==> src/rtl/axil_cmd_arbiter.sv <==
// axil_cmd_arbiter
// Round-robin arbiter that shares one AXI4-Lite master command port among
// NUM_REQ requesters. One command is in flight at a time. The arbiter issues a
// single-cycle start to the master and returns completion and read data to
// the requester that won the grant. A sticky timeout flag records a late done.
module axil_cmd_arbiter #(
  parameter int NUM_REQ     = 4,
  parameter int ADDR_W      = 32,
  parameter int DATA_W      = 32,
  parameter int TIMEOUT_CYC = 1024
) (
  input  logic                        clk,
  input  logic                        rst,
  input  logic [NUM_REQ-1:0]          req_valid,
  input  logic [NUM_REQ-1:0]          req_write,
  input  logic [NUM_REQ*ADDR_W-1:0]   req_addr,
  input  logic [NUM_REQ*DATA_W-1:0]   req_wdata,
  output logic [NUM_REQ-1:0]          req_ready,
  output logic [NUM_REQ-1:0]          resp_valid,
  output logic [DATA_W-1:0]           resp_rdata,
  output logic                        busy,
  output logic                        timeout_err,
  output logic                        m_start,
  output logic                        m_write_en,
  output logic [ADDR_W-1:0]           m_addr,
  output logic [DATA_W-1:0]           m_wdata,
  input  logic [DATA_W-1:0]           m_rdata,
  input  logic                        m_done
);

  localparam int GW    = $clog2(NUM_REQ);
  localparam int CNT_W = (TIMEOUT_CYC > 2) ? $clog2(TIMEOUT_CYC) : 1;
  // The counter saturates at its all-ones value, which is never below CNT_LAST.
  localparam logic [CNT_W-1:0]   CNT_LAST = CNT_W'((TIMEOUT_CYC > 0) ? TIMEOUT_CYC - 1 : 0);
  localparam logic [NUM_REQ-1:0] ONE_HOT0 = {{(NUM_REQ-1){1'b0}}, 1'b1};

  typedef enum logic [1:0] {IDLE, ISSUE, WAIT, RESP} state_t;

  state_t           state_reg;
  logic [GW-1:0]    grant_reg;
  logic [GW-1:0]    last_grant_reg;
  logic [CNT_W-1:0] cnt_reg;

  logic [ADDR_W-1:0] addr_arr  [NUM_REQ];
  logic [DATA_W-1:0] wdata_arr [NUM_REQ];
  logic [GW-1:0]     win_idx;
  logic              win_found;

  // Unpack the flat payload buses so the winner can be selected by index.
  genvar gi;
  generate
    for (gi = 0; gi < NUM_REQ; gi++) begin : g_unpack
      assign addr_arr[gi]  = req_addr[gi*ADDR_W +: ADDR_W];
      assign wdata_arr[gi] = req_wdata[gi*DATA_W +: DATA_W];
    end
  endgenerate

  // Round-robin pick: lowest requester above last_grant, else lowest at/below it.
  always_comb begin
    win_idx   = '0;
    win_found = 1'b0;
    // Wrap-around candidates first; the loop runs downward so the lowest index wins.
    for (int i = NUM_REQ - 1; i >= 0; i--) begin
      if (req_valid[i] && (GW'(i) <= last_grant_reg)) begin
        win_found = 1'b1;
        win_idx   = GW'(i);
      end
    end
    // Candidates after last_grant override the wrap-around choice.
    for (int i = NUM_REQ - 1; i >= 0; i--) begin
      if (req_valid[i] && (GW'(i) > last_grant_reg)) begin
        win_found = 1'b1;
        win_idx   = GW'(i);
      end
    end
  end

  // Acceptance is signalled in the same IDLE cycle that the winner is picked;
  // it is forced low while reset is asserted.
  assign req_ready  = (!rst && state_reg == IDLE && win_found) ? (ONE_HOT0 << win_idx) : '0;
  assign busy       = (state_reg != IDLE);
  assign resp_rdata = (state_reg == RESP) ? m_rdata : '0;

  // Command FSM: latch the winner, pulse start, wait for done, return the response.
  always_ff @(posedge clk or posedge rst) begin
    if (rst) begin
      state_reg      <= IDLE;
      grant_reg      <= '0;
      last_grant_reg <= GW'(NUM_REQ - 1);
      cnt_reg        <= '0;
      timeout_err    <= 1'b0;
      m_start        <= 1'b0;
      m_write_en     <= 1'b0;
      m_addr         <= '0;
      m_wdata        <= '0;
      resp_valid     <= '0;
    end else begin
      m_start    <= 1'b0;
      resp_valid <= '0;
      case (state_reg)
        IDLE: begin
          if (win_found) begin
            m_write_en <= req_write[win_idx];
            m_addr     <= addr_arr[win_idx];
            m_wdata    <= wdata_arr[win_idx];
            grant_reg  <= win_idx;
            m_start    <= 1'b1;
            state_reg  <= ISSUE;
          end
        end
        ISSUE: begin
          cnt_reg   <= '0;
          state_reg <= WAIT;
        end
        WAIT: begin
          if (m_done) begin
            cnt_reg    <= '0;
            resp_valid <= ONE_HOT0 << grant_reg;
            state_reg  <= RESP;
          end else begin
            // The master is never aborted; the flag only records the lateness.
            if ((TIMEOUT_CYC != 0) && (cnt_reg == CNT_LAST)) begin
              timeout_err <= 1'b1;
            end
            if (cnt_reg != {CNT_W{1'b1}}) begin
              cnt_reg <= cnt_reg + 1'b1;
            end
          end
        end
        RESP: begin
          last_grant_reg <= grant_reg;
          state_reg      <= IDLE;
        end
        default: state_reg <= IDLE;
      endcase
    end
  end

endmodule

==> config.mk <==
export PLATFORM = sky130hd
export DESIGN_NAME = axil_cmd_arbiter
export DESIGN_NICKNAME = d
export VERILOG_FILES = /design/src/rtl/axil_cmd_arbiter.sv
export SDC_FILE = /design/constraint.sdc
export NUM_CORES = 1
export LEC_CHECK = 0
export BUFFER_PORTS_ARGS = -buffer_cell sky130_fd_sc_hd__buf_4
export CAP_MARGIN = 20
export CORE_AREA = 2 2 157 159
export DETAILED_ROUTE_END_ITERATION = 8
export DIE_AREA = 0 0 159 161
export HOLD_SLACK_MARGIN = 0.08
export PLACE_DENSITY = 0.55
export SYNTH_ARGS = -nofsm -noshare
export SYNTH_HDL_FRONTEND = slang
export SYNTH_SLANG_ARGS = --single-unit
export TNS_END_PERCENT = 10
==> constraint.sdc <==
create_clock -name clk -period 2.54 [get_ports clk]
set_input_delay 0 -clock clk [delete_from_list [all_inputs] [get_ports clk]]
set_output_delay 0 -clock clk [all_outputs]
set_load 0.01 [all_outputs]
==> flow_summary.toml, run 1 <==
[outcome]
status = "completed"

[setup_path]
cp-start-kind = "flop"
r2r_start = "last_grant_reg[1]"
critPathLaunch = "last_grant_reg[1]"
cpPeakStageDelay_ns = 0.73
r2r_slack_ns = 0.14
required_ns = 2.83
critical_path_class = "flop to flop"
cp.arrival_ns = 2.69
crit_chain = "nand2b_1 -> o221ai_4 -> buf_6 -> a32oi_1 -> a31oi_1 -> dlygate4sd3_1"
r2r_cells = 6
crit_path_end_kind = "flop"
cp-endpoint = "m_wdata[14]"
slowest_stage = "dfstp_2"
r2r_end = "m_wdata[14]"
crit_fanout = 35

[clock_network]
cts_buffers = 9
clkTransAtPathRegs_ns = 0.07
cts_sinks = 87
tritoncts = "done"
cts_root_buffer = "clkbuf_16"
clock_path_buffers = 2
cts_max_level = 3
clkLatencyLatePin_ns = 0.36

[route]
drc = 0
postRouteAntennaNets = 0
wl_per_cell_um = 19.0
via_count = 7686
wirelength_mm = 28.9
viasPerCell = 5.05
drt_pre_antenna_iters = 5
drt_iter0_markers = 384

[synth]
ys_ff_latch = 87
ys_async_sr_fraction_pct = 100
synth_warnings = 0
avgSynthCellArea_um2 = 8.44
synth.distinct_cells = 45
synth.most_common_cell = "and2_1"
synth_edf_count = 0
ys.flop_type = "dfrtp_1"
synth_top_area_share_pct = 35.9
syn-cell-area_um2 = 5920
synth_top_area_cell = "dfrtp_1"
syn-num-nets = 1007
synth_cells = 702
synthTopCellsByArea = "dfrtp_1, and2_1, a32oi_1"
synth_common_cells = "and2_1, dfrtp_1, nand2_1"
yosysSeqAreaShare_pct = 36.8

[global_route]
grt_pass1_wl_mm = 44.7
grt-ovfl-total = 0
use_met1_pct = 29.0
grt_pass1_vias = 7909
met2_usage_pct = 35.9
antenna_found_initial = 0
grt_max_degree = 67
grt_use_met3_pct = 4.24
top_usage_layer = "met2"
grt.total_usage_pct = 21.9

[timing]
slew_headroom_pct = 40.3
finalCritPeriodShare_pct = 94.5
final_max_slew_viol_count = 0
hold_viol_final = 0
setup_viol = 0
fin_crit_ns = 2.40
tightest_slew_ns = 0.896
skew_ns = 0.0113
fin_setup_tns_ns = 0
rsz0062_at_grt = "no"
fmax_ghz = 0.417

[final_layout]
final_core_util_pct = 45.4
syn_to_final_growth_pct = 83.5
drive_gt1_share_pct = 38.3
num-nets-final = 1497

[flow_run]
drv_cap = 0

[floorplanning]
die_y_um = 161
start_util_pct = 24.7
ios = 407
chipWidth_um = 159
rows = 57
core_um2 = 24000
dieArea_um2 = 25600

[placement]
portBuffers = 406
post-dp-hpwl_mm = 19.9
routabilityCongestion = 0.796

[pwr]
p_leak_uw = 0.00477
powerDensity_nw_per_um2 = 987
vdd.ir_drop.worst_uv = 466

[worst_hold_path]
hp-class = "primary input to async pin"
-- area by class of cell --
class / count / area [um^2]
Tap cell: 324 / 405
Sequential cell: 87 / 2180
Fill cell: 2398 / 13100
Timing Repair Buffer: 559 / 4560
Clock buffer: 9 / 225
Antenna cell: 1 / 2.50
Clock inverter: 7 / 87.6
Multi-Input combinational cell: 525 / 3370
Inverter: 10 / 40.0
-- worst max-delay path: cells and delay by family (launching register included) --
kind / cells / cell delay, ns
AOI/OAI and AO/OA: 3 / 0.55
buffers and inverters: 2 / 0.91
DFF: 1 / 0.73
and+or+nand+nor: 1 / 0.15
-- worst min path at each step --
stage,end,startpoint,slack (ns)
6_report,m_addr[31],rst,0.11
5_1_grt,m_addr[31],rst,0.12
4_1_cts,m_wdata[11],rst,0.1
3_5_place_dp,m_addr[31],rst,-0.06
3_3_place_gp,m_addr[31],rst,-0.07
2_1_floorplan,req_ready[3],rst,0.03
-- metal layers --
layer	routed length (um)	vias up
met1	12700	3707
li1	-	3618
met5	0	-
met4	713	0
met2	13700	317
met3	1820	44
-- report_power, final --
part           internal, uW  total (uW)  leakage (uW)  switching, uW
combinational          3440        6820       0.00360           3370
sequential             2020        2460       0.00102            438
clock                   789        1450      0.000154            664
total                  6250       10700       0.00477           4470
-- layout by cell type, fill, tap and decap left out, drive strengths merged, types with 2 or more instances in the layout --
cell         instances
a31oi               66
nand3                4
or3                  6
or2                  3
inv                 14
dlygate4sd3        132
or4                  2
nor2b                3
nor2                71
nand4                2
a41oi               65
buf                427
a32oi               65
clkbuf               9
ha                   6
dfstp                2
nand2               79
a21oi                8
nor3                 6
clkinv               2
nand2b               6
o31ai                2
dfrtp               85
and2                99
o221ai               2
o21ai               13
and3                 4
-- kinds of logic (layout without fill, tap and decap cells) --
logic type | Yosys count | after routing | synth area share [%]
flops | 87 | 87 | 36.8
fa+ha+maj | 6 | 6 | 1.27
buf+inv | 90 | 585 | 7.29
simple gates | 288 | 288 | 24.3
other cells | 0 | 1 | 0
xor+xnor | 1 | 1 | 0.148
mux | 1 | 1 | 0.190
compound gates | 229 | 229 | 30.0
-- what timing repair did --
item                                   CTS  global route
hold buffers                           132             0
setup endpoints to repair                0            60
endpoints found under the hold margin  155             0
buffers inserted                         0             0
gates resized for setup                  0             5
-- stage by stage --
step                setup slack, ns  area (um^2)  hold WS, ns  std cells  power (uW)
floorplan                     0.281         5920       0.0332        702        5540
global placement              0.423         9210      -0.0657       1373        7960
detailed placement            0.403         9210      -0.0650       1373        8020
CTS                          0.0505        10800       0.0991       1521       10700
global route                0.00974        10900        0.123       1521       11500
finish                        0.140        10900        0.113       1522       10700
Power figures use the tool's default switching activity.
==> run 2, diff against run 1 <==
--- a/config.mk
+++ b/config.mk
@@ -13,4 +13,5 @@
 export HOLD_SLACK_MARGIN = 0.08
 export PLACE_DENSITY = 0.55
+export RECOVER_POWER = 100
 export SYNTH_ARGS = -nofsm -noshare
 export SYNTH_HDL_FRONTEND = slang
==> constraint.sdc (replaced) <==
create_clock -name clk -period 2.54 [get_ports clk]
set_input_delay 0.508 -clock clk [delete_from_list [all_inputs] [get_ports clk]]
set_output_delay 0.508 -clock clk [all_outputs]
set_load 0.01 [all_outputs]
==> flow_summary.toml, run 2 (synthesis results as in run 1) <==
[final_layout]
layout_common_cells = "buf_4, clkbuf_1, dfrtp_1"
num-nets-final = 1365
multiInputGateArea_um2 = 3370
drive_gt1_share_pct = 34.7
fillCellCount = 2628
final_common_cell = "buf_4"
n_antenna_cell = 0
syn_to_final_growth_pct = 56.6
fin_cells = 1389
ff_latch_area_um2 = 2180

[clock_network]
cts_sinks = 87
clkLatencyLatePin_ns = 0.35
cts_root_buffer = "clkbuf_16"
cts_max_level = 3
cts_post_setup_buffers_inserted = 0
clkTransAtPathRegs_ns = 0.07
tritoncts = "done"
cts_buffers = 9
clock_path_buffers = 2
ctsHoldBuffers = 0
cts_resized = 0

[route]
drc = 0
wirelength_mm = 28.0
drt_pre_antenna_iters = 5
viasPerCell = 5.11
wl_per_cell_um = 20.2
via_count = 7100
drt_iter0_markers = 384
postRouteAntennaNets = 0

[floorplanning]
ios = 407
die_y_um = 161
chipWidth_um = 159
core_um2 = 24000
start_util_pct = 24.7
dieArea_um2 = 25600
rows = 57

[timing]
tightest_slew_ns = 1.31
setup_viol = 0
final_max_slew_viol_count = 0
finalCritPeriodShare_pct = 95.7
fin_crit_ns = 2.43
rsz0062_at_grt = "no"
slew_headroom_pct = 12.4
skew_ns = 0.0145
hold_viol_final = 0
hold_ws_ns = 0.382
fmax_ghz = 0.411

[worst_hold_path]
min_to = "cnt_reg[0]"
hp-start = "m_done"
hp-class = "primary input to flop"
whs_path_depth = 2

[pwr]
vdd.ir_drop.worst_uv = 562
powerDensity_nw_per_um2 = 975
seqPwrFrac_pct = 27.0
p_leak_uw = 0.00394
p_sw_uw = 4180
switching_share_pct = 46.3
p_clk_share_pct = 16.7
p_comb_share_pct = 56.3
p_int_uw = 4860

[setup_path]
r2r_slack_ns = 0.34
r2r_start = "state_reg[0]"
cp.arrival_ns = 1.92
required_ns = 2.03
crit_path_end_kind = "primary output"
cp-start-kind = "flop"
critical_path_class = "flop to primary output"
r2r_end = "cnt_reg[3]"
crit_fanout = 13
r2r_cells = 7

[flow_run]
drv_cap = 0

[placement]
dp.cells = 1373
routabilityCongestion = 0.818
post-dp-hpwl_mm = 19.7
portBuffers = 406

[global_route]
grt.total_usage_pct = 21.3
grt_pass1_wl_mm = 43.0
grt_pass1_vias = 7410
antenna_found_initial = 0
grt_max_degree = 88
grt-ovfl-total = 0

[outcome]
status = "completed"
==> run 2: worst max-delay path by stage <==
stage                            from            to  cells after the start
floorplan                         rst  req_ready[0]                      2
global placement         req_valid[3]  req_ready[1]                      6
detailed placement       req_valid[3]  req_ready[1]                      6
CTS                      state_reg[0]  req_ready[3]                      6
global route             state_reg[0]  req_ready[3]                      6
finish              last_grant_reg[1]  req_ready[1]                      5
==> run 2: power by group through the flow <==
| stage | combinational (uW) | clock [uW] | sequential, uW |
|---|---|---|---|
| after floorplan | 2930 | 0 | 2620 |
| after global placement | 5600 | 0 | 2470 |
| after detailed placement | 5650 | 0 | 2470 |
| after CTS | 5650 | 1560 | 2460 |
| after global routing | 5610 | 1610 | 2530 |
| final | 5090 | 1510 | 2440 |
==> run 2: layer usage <==
metal | global-route usage (%) | wire, um
met1 | 27.3 | 12000
met2 | 36.0 | 13700
met3 | 5.06 | 1640
met4 | 5.87 | 647
met5 | 0 | 0
==> run 2: area by class of cell <==
type | instances | area share, %
multi-input combinational | 525 | 36.3
timing repair buffer | 427 | 31.8
sequential | 87 | 23.5
tap | 324 | 4.37
clock buffer | 10 | 2.58
clock inverter | 6 | 0.985
inverter | 10 | 0.418
==> run 2: stage by stage <==
step                instance area [um^2]  total power [uW]  TNS (ns)  util (%)  worst slack, ns
floorplan                           5930              5550    -0.148         -           -0.148
global placement                    9290              8080         0      38.8            0.267
detailed placement                  9290              8120         0      38.8            0.284
CTS                                 9620              9670         0      40.2           0.0947
global route                        9280              9760         0      38.7          0.00644
finish                              9280              9050         0      38.7            0.108
==> run 2: worst max-delay path: stages, from the launching register on <==
cell	delay, ns
dfstp_2	0.73
nand2b_1	0.14
o221ai_4	0.20
nand2_1	0.12
nor3_1	0.20
buf_4	0.18
